## config.mk

```make
export PLATFORM = sky130hd
export DESIGN_NAME = i2s_rcv
export DESIGN_NICKNAME = d
export VERILOG_FILES = /design/src/rtl/i2s_pkg.sv /design/src/rtl/i2s_pin_sync.sv /design/src/rtl/i2s_rcv.sv
export SDC_FILE = /design/constraint.sdc
export NUM_CORES = 1
export LEC_CHECK = 0
export ABC_AREA = 1
export CAP_MARGIN = 25
export CORE_ASPECT_RATIO = 0.75
export CORE_MARGIN = 4
export CORE_UTILIZATION = 56
export CTS_CLUSTER_SIZE = 8
export DETAILED_ROUTE_END_ITERATION = 8
export DONT_BUFFER_PORTS = 1
export GPL_ROUTABILITY_DRIVEN = 0
export HOLD_SLACK_MARGIN = 0.02
export PLACE_DENSITY = 0.8
export SLEW_MARGIN = 10
export SYNTH_ARGS = -nofsm -noshare
export SYNTH_HDL_FRONTEND = slang
export SYNTH_SLANG_ARGS = --single-unit
```

## constraint.sdc

```tcl
create_clock -name Clk -period 2.4 [get_ports Clk]
set_input_delay 0.48 -clock Clk [delete_from_list [all_inputs] [get_ports Clk]]
set_output_delay 0.48 -clock Clk [all_outputs]
set_load 0.01 [all_outputs]
```

## src/rtl/i2s_pkg.sv

```systemverilog
// i2s_pkg -- definitions shared by the I2S receive and transmit paths.
//
// Contents:
//   I2S_DEFAULT_SIZE : default audio word width per channel, in bits
//   i2s_state_t      : word-framing state (SYNC, LEFT, RIGHT)
package i2s_pkg;

    localparam int I2S_DEFAULT_SIZE = 16;

    typedef enum logic [1:0] {
        SYNC  = 2'd0,
        LEFT  = 2'd1,
        RIGHT = 2'd2
    } i2s_state_t;

endpackage

```

## src/rtl/i2s_pin_sync.sv

```systemverilog
// i2s_pin_sync -- brings the codec-driven I2S pins into the Clk domain.
//
// Each pin passes through a two-flop synchronizer. A third register holds a
// delayed copy of the synchronized SClk, and that copy drives the rising-edge
// detector. LRClk and SD get a matching third stage, so the values presented
// with bit_stb are the ones present at the SClk rising edge.
//
// Ports:
//   Clk      in  system clock
//   Reset    in  synchronous, active-high reset; clears every stage
//   SClk     in  codec bit clock (asynchronous)
//   LRClk    in  codec word select (asynchronous)
//   SD       in  codec serial data (asynchronous)
//   lrclk_s  out synchronized word select, aligned with bit_stb
//   sd_s     out synchronized serial data, aligned with bit_stb
//   bit_stb  out one-Clk strobe, high 3 Clk cycles after an SClk rising edge
module i2s_pin_sync (
    input  logic Clk,
    input  logic Reset,
    input  logic SClk,
    input  logic LRClk,
    input  logic SD,
    output logic lrclk_s,
    output logic sd_s,
    output logic bit_stb
);

    logic sclk_p0, sclk_p1, sclk_p2;
    logic lr_p0, lr_p1;
    logic sd_p0, sd_p1;

    always_ff @(posedge Clk) begin
        if (Reset) begin
            sclk_p0 <= 1'b0;
            sclk_p1 <= 1'b0;
            sclk_p2 <= 1'b0;
            lr_p0   <= 1'b0;
            lr_p1   <= 1'b0;
            lrclk_s <= 1'b0;
            sd_p0   <= 1'b0;
            sd_p1   <= 1'b0;
            sd_s    <= 1'b0;
            bit_stb <= 1'b0;
        end else begin
            // p0 -> p1: two-flop synchronizer
            sclk_p0 <= SClk;
            sclk_p1 <= sclk_p0;
            lr_p0   <= LRClk;
            lr_p1   <= lr_p0;
            sd_p0   <= SD;
            sd_p1   <= sd_p0;
            // p2: delayed copy for edge detection, data stages kept in step
            sclk_p2 <= sclk_p1;
            lrclk_s <= lr_p1;
            sd_s    <= sd_p1;
            bit_stb <= sclk_p1 & ~sclk_p2;
        end
    end

endmodule

```

## src/rtl/i2s_rcv.sv

```systemverilog
// i2s_rcv -- I2S receiver for the codec ADC path (codec is clock master).
//
// The receiver deserialises left/right words on the SClk rising edges and
// presents each complete stereo frame as a parallel pair through a
// valid/ready handshake. Words longer than SIZE are truncated, with the LSBs
// dropped. Shorter words are MSB-aligned and zero-filled.
//
// Optional build macro I2S_RCV_PEAK_EN adds a peak magnitude meter. Without
// the macro, peak reads 0 and peak_clr is ignored.
//
// Parameters:
//   SIZE          output word width per channel
// Ports:
//   Clk           system clock (MAX10_CLK1_50)
//   Reset         synchronous, active-high reset
//   SClk          codec bit clock (asynchronous)
//   LRClk         codec word select, 0 = left, 1 = right (asynchronous)
//   SD            codec serial ADC data (asynchronous)
//   data_left     last complete left word, two's complement
//   data_right    last complete right word, two's complement
//   sample_valid  frame pair available
//   sample_ready  consumer accepts the pair
//   overrun       sticky: a frame that was not accepted got overwritten
//   overrun_clr   clears overrun (a simultaneous overrun event wins)
//   peak          peak magnitude over both channels since the last peak_clr
//   peak_clr      clears peak
module i2s_rcv
    import i2s_pkg::*;
#(
    parameter int SIZE = I2S_DEFAULT_SIZE
) (
    input  logic            Clk,
    input  logic            Reset,
    input  logic            SClk,
    input  logic            LRClk,
    input  logic            SD,
    output logic [SIZE-1:0] data_left,
    output logic [SIZE-1:0] data_right,
    output logic            sample_valid,
    input  logic            sample_ready,
    output logic            overrun,
    input  logic            overrun_clr,
    output logic [SIZE-1:0] peak,
    input  logic            peak_clr
);

    localparam int              CNT_W   = $clog2(SIZE + 1);
    localparam logic [CNT_W-1:0] CNT_MAX = CNT_W'(SIZE);

    logic             lrclk_s;
    logic             sd_s;
    logic             bit_stb;

    i2s_state_t       state, state_nxt;
    logic [CNT_W-1:0] bit_cnt, bit_cnt_nxt;
    logic [SIZE-1:0]  shift_word, shift_nxt;
    logic [SIZE-1:0]  word_cur;
    logic [SIZE-1:0]  left_hold;
    logic             lr_prev;
    logic             latch_left;
    logic             commit;

    // Places one serial bit at its MSB-first position. A count at or past
    // SIZE matches no position, so extra LSBs of long words are dropped.
    function automatic logic [SIZE-1:0] put_bit(input logic [SIZE-1:0]  w,
                                                input logic [CNT_W-1:0] cnt,
                                                input logic             b);
        logic [SIZE-1:0] r;
        r = w;
        for (int i = 0; i < SIZE; i++) begin
            if (cnt == CNT_W'(SIZE - 1 - i)) begin
                r[i] = b;
            end
        end
        return r;
    endfunction

    i2s_pin_sync u_pin_sync (
        .Clk     (Clk),
        .Reset   (Reset),
        .SClk    (SClk),
        .LRClk   (LRClk),
        .SD      (SD),
        .lrclk_s (lrclk_s),
        .sd_s    (sd_s),
        .bit_stb (bit_stb)
    );

    // The current word with the bit now on SD included. On an LRClk change
    // this is the finished word, because I2S delays the data by one bit and
    // the LSB slot arrives together with the new word-select level.
    assign word_cur = put_bit(shift_word, bit_cnt, sd_s);

    always_comb begin
        state_nxt   = state;
        bit_cnt_nxt = bit_cnt;
        shift_nxt   = shift_word;
        latch_left  = 1'b0;
        commit      = 1'b0;
        if (bit_stb) begin
            case (state)
                SYNC: begin
                    if (lr_prev && !lrclk_s) begin
                        state_nxt   = LEFT;
                        bit_cnt_nxt = '0;
                        shift_nxt   = '0;
                    end
                end
                LEFT: begin
                    if (lr_prev) begin
                        // Word select does not agree with the channel: drop the frame.
                        state_nxt   = SYNC;
                        bit_cnt_nxt = '0;
                    end else if (lrclk_s) begin
                        latch_left  = 1'b1;
                        state_nxt   = RIGHT;
                        bit_cnt_nxt = '0;
                        shift_nxt   = '0;
                    end else begin
                        shift_nxt = word_cur;
                        if (bit_cnt != CNT_MAX) begin
                            bit_cnt_nxt = bit_cnt + CNT_W'(1);
                        end
                    end
                end
                RIGHT: begin
                    if (!lr_prev) begin
                        state_nxt   = SYNC;
                        bit_cnt_nxt = '0;
                    end else if (!lrclk_s) begin
                        commit      = 1'b1;
                        state_nxt   = LEFT;
                        bit_cnt_nxt = '0;
                        shift_nxt   = '0;
                    end else begin
                        shift_nxt = word_cur;
                        if (bit_cnt != CNT_MAX) begin
                            bit_cnt_nxt = bit_cnt + CNT_W'(1);
                        end
                    end
                end
                default: begin
                    state_nxt   = SYNC;
                    bit_cnt_nxt = '0;
                end
            endcase
        end
    end

    always_ff @(posedge Clk) begin
        if (Reset) begin
            state   <= SYNC;
            bit_cnt <= '0;
            lr_prev <= 1'b0;
        end else begin
            state   <= state_nxt;
            bit_cnt <= bit_cnt_nxt;
            if (bit_stb) begin
                lr_prev <= lrclk_s;
            end
        end
    end

    // The shift word is cleared whenever a new word starts, so it needs no reset.
    always_ff @(posedge Clk) begin
        shift_word <= shift_nxt;
        if (latch_left) begin
            left_hold <= word_cur;
        end
    end

    // A commit reloads the pair and keeps valid high even on an accept cycle.
    always_ff @(posedge Clk) begin
        if (Reset) begin
            data_left    <= '0;
            data_right   <= '0;
            sample_valid <= 1'b0;
            overrun      <= 1'b0;
        end else begin
            if (commit) begin
                data_left    <= left_hold;
                data_right   <= word_cur;
                sample_valid <= 1'b1;
            end else if (sample_ready) begin
                sample_valid <= 1'b0;
            end
            if (commit && sample_valid && !sample_ready) begin
                overrun <= 1'b1;
            end else if (overrun_clr) begin
                overrun <= 1'b0;
            end
        end
    end

`ifdef I2S_RCV_PEAK_EN
    localparam logic signed [SIZE-1:0] MOST_NEG = {1'b1, {(SIZE-1){1'b0}}};
    localparam logic        [SIZE-1:0] MAX_POS  = {1'b0, {(SIZE-1){1'b1}}};

    logic [SIZE-1:0] mag_left;
    logic [SIZE-1:0] mag_right;
    logic [SIZE-1:0] frame_max;
    logic [SIZE-1:0] peak_base;
    logic [SIZE-1:0] peak_r;

    // Absolute value. The most negative code has no positive counterpart,
    // so it saturates to the largest positive value.
    function automatic logic [SIZE-1:0] magnitude(input logic signed [SIZE-1:0] v);
        logic signed [SIZE-1:0] neg;
        if (!v[SIZE-1]) begin
            return $unsigned(v);
        end
        if (v == MOST_NEG) begin
            return MAX_POS;
        end
        neg = -v;
        return $unsigned(neg);
    endfunction

    assign mag_left  = magnitude($signed(left_hold));
    assign mag_right = magnitude($signed(word_cur));
    assign frame_max = (mag_left > mag_right) ? mag_left : mag_right;
    // When a clear and a commit coincide, the new frame is compared against 0.
    assign peak_base = peak_clr ? '0 : peak_r;

    always_ff @(posedge Clk) begin
        if (Reset) begin
            peak_r <= '0;
        end else if (commit) begin
            peak_r <= (frame_max > peak_base) ? frame_max : peak_base;
        end else if (peak_clr) begin
            peak_r <= '0;
        end
    end

    assign peak = peak_r;
`else
    logic unused_peak_clr;

    assign unused_peak_clr = peak_clr;
    assign peak            = '0;
`endif

endmodule

```

==> results.py <==
metrics = {
    "status": {
        "outcome": "completed",
    },
    "flow_run": {
        "maxCapViolCount": 0,
    },
    "route": {
        "drc": 0,
        "num_vias": 2613,
        "via_per_inst": 5.289,
        "wl_per_cell_um": 14.47,
        "drt-total-wl_mm": 7.147,
        "ant_nets": 0,
        "drt-initial-drc-count": 199,
        "dr.pass1.iters": 5,
    },
    "layout": {
        "stdcell_count": 494,
        "layout_commonest_cell": "nor2_1",
        "drive_gt1_share_pct": 7.212,
        "antennaDiodeCount": 0,
        "layout_common_cells": "nor2_1, nand2_1, dfxtp_1, inv_1, edfxtp_1",
        "syn_to_final_growth_pct": 5.070,
        "fin_nets": 429,
    },
    "clocking": {
        "cts.sinks": 84,
        "ctsResizeCount": 0,
        "clockBufferDepth": 2,
        "cts_tree": "built",
        "cts-buffers-inserted": 9,
        "clkLatencyLatePin_ns": 0.35,
        "htree_levels": 3,
        "cts_setup_buffers": 0,
        "holdBufCountCts": 0,
        "clk_pin_slew_ns": 0.08,
        "cts-root-buf": "clkbuf_8",
    },
    "die": {
        "die_y_um": 76.99,
        "io-pin-count": 58,
        "start_util_pct": 59.46,
        "dieWidth_um": 99.98,
        "dieArea_mm2": 0.007697,
        "rows": 24,
        "core_mm2": 0.005976,
    },
    "sta": {
        "timing.slew.headroom_pct": 60.86,
        "period_share_pct": 73.49,
        "finalSetupViolCount": 0,
        "finalHoldViolCount": 0,
        "finClkSkew_ns": 0.007269,
        "rsz0062_at_grt": "false",
        "min_period_ns": 1.764,
        "fin_tns_setup_ns": 0,
        "fmax_ghz": 0.5670,
        "maxSlewViolCount": 0,
        "worstMarginPinSlew_ns": 0.5870,
        "finalHoldWorstSlack_ns": 0.1884,
    },
    "power_and_ir_drop": {
        "leakage_nw": 1.697,
        "irDropWorstVdd_uv": 249.6,
        "p_per_area_mw_per_mm2": 643.8,
    },
    "setup_path": {
        "path_max_fanout": 7,
        "crit_chain": "inv_1, ha_1, inv_1, nor2_1, nand2_1, nand2_1, o21ai_1, and3_1",
        "end_kind": "register",
        "cpMaxStageDelayCell": "dfxtp_1",
        "required_ns": 2.51,
        "worstSetupPathType": "reg -> reg",
        "slowest_delay_ns": 0.38,
        "critPathTopFamily": "simple AND/OR/NAND/NOR gates",
        "critPathArrivalTime_ns": 1.87,
        "path_buf_inv": 2,
        "crit_path_start_kind": "register",
    },
    "grt": {
        "grt_pass1_wl_mm": 11.92,
        "gr-total-overflow": 0,
        "grt_max_degree": 35,
        "antenna_found_initial": 0,
        "grt_usage_pct": 19.80,
        "grt_pass1_vias": 2394,
    },
    "synth": {
        "synth.yosys.seq_area_share_pct": 56.34,
        "ys.flop_type": "dfxtp_1",
        "yosys.cell_types.count": 24,
        "async_flop_share_pct": 0,
        "ys_ff_latch": 84,
        "syn_inst": 412,
        "syn_area_mm2": 0.003553,
        "synth_edf_count": 32,
        "yosys_warnings": 0,
        "syn_avg_cell_area_um2": 8.625,
    },
    "place": {
        "port_buffers": 0,
        "dp_cells": 478,
        "dpl.hpwl_mm": 4.809,
    },
    "hold_path": {
        "hp-class": "in -> reg",
    },
}
==> power breakdown <==
part	switching, mW	internal, mW
combinational	0.0278	0.00597
clock	0.485	0.407
sequential	0.00358	1.47
==> final timing paths <==
check,start,to,slack (ns),cells after the start
max,bit_cnt[0],shift_word[11],0.64,8
min,Reset,u_pin_sync.lr_p1,0.19,1
max reg2reg,bit_cnt[0],shift_word[11],0.64,8
min reg2reg,u_pin_sync.sclk_p2,u_pin_sync.bit_stb,0.39,1
==> per-stage QoR <==
| stage | power, mW | setup WS [ns] | utilization, % | area (µm²) |
|---|---|---|---|---|
| floorplan | 1.565 | 0.04021 | - | 3610 |
| global placement | 1.543 | 0.7317 | 59.53 | 3557 |
| detailed placement | 1.544 | 0.6626 | 59.53 | 3557 |
| CTS | 2.423 | 0.6490 | 62.48 | 3734 |
| global route | 2.511 | 0.4857 | 62.48 | 3734 |
| finish | 2.404 | 0.6362 | 62.48 | 3734 |
==> synth_stat cells (3+ instances only) <==
master	instances	share of area, %
a21oi_1	9	1.3
and3_1	15	2.6
buf_2	5	0.70
buf_4	17	3.6
clkbuf_1	7	0.74
dfxtp_1	52	29
edfxtp_1	32	27
ha_1	10	3.5
inv_1	47	5.0
inv_2	4	0.42
nand2_1	58	6.1
nand3_1	9	1.3
nor2_1	82	8.7
nor2_2	3	0.53
nor3_1	3	0.42
o21ai_0	25	3.5
o21ai_1	27	3.8
==> worst reg2reg max path, cell delays in order, from the launching register on <==
cell	delay (ns)
dfxtp_1	0.38
inv_1	0.13
ha_1	0.19
inv_1	0.05
nor2_1	0.26
nand2_1	0.12
nand2_1	0.08
o21ai_1	0.12
and3_1	0.19
==> logic make-up after synthesis <==
| group | synth area share, % |
|---|---|
| AOI/OAI and AO/OA | 9.049 |
| adders and majority gates | 3.521 |
| buffers and inverters | 10.53 |
| DFF | 56.34 |
| other | 0.1055 |
| and+or+nand+nor | 20.46 |
==> sequential cells by signal (all words and copies together) (netlist names), 2 cells and up <==
name	flops
state	2
bit_cnt	5
left_hold	16
data_right	16
shift_word	16
data_left	16
==> area by class of cell <==
type | count | area (µm²)
sequential | 84 | 2002
clock inverter | 5 | 35.03
multi-input combinational | 262 | 1244
clock buffer | 11 | 141.4
fill | 504 | 2242
tap | 78 | 97.59
timing repair buffer | 3 | 22.52
inverter | 51 | 191.4
==> metal layers <==
metal | vias up | track usage [%] | wire length, µm
li1 | 1283 | - | -
met1 | 1197 | 25.76 | 3090
met2 | 117 | 30.49 | 3262
met3 | 16 | 6.981 | 678
met4 | 0 | 7.268 | 115
met5 | - | 0 | 0
(Power assumes the default switching activity.)
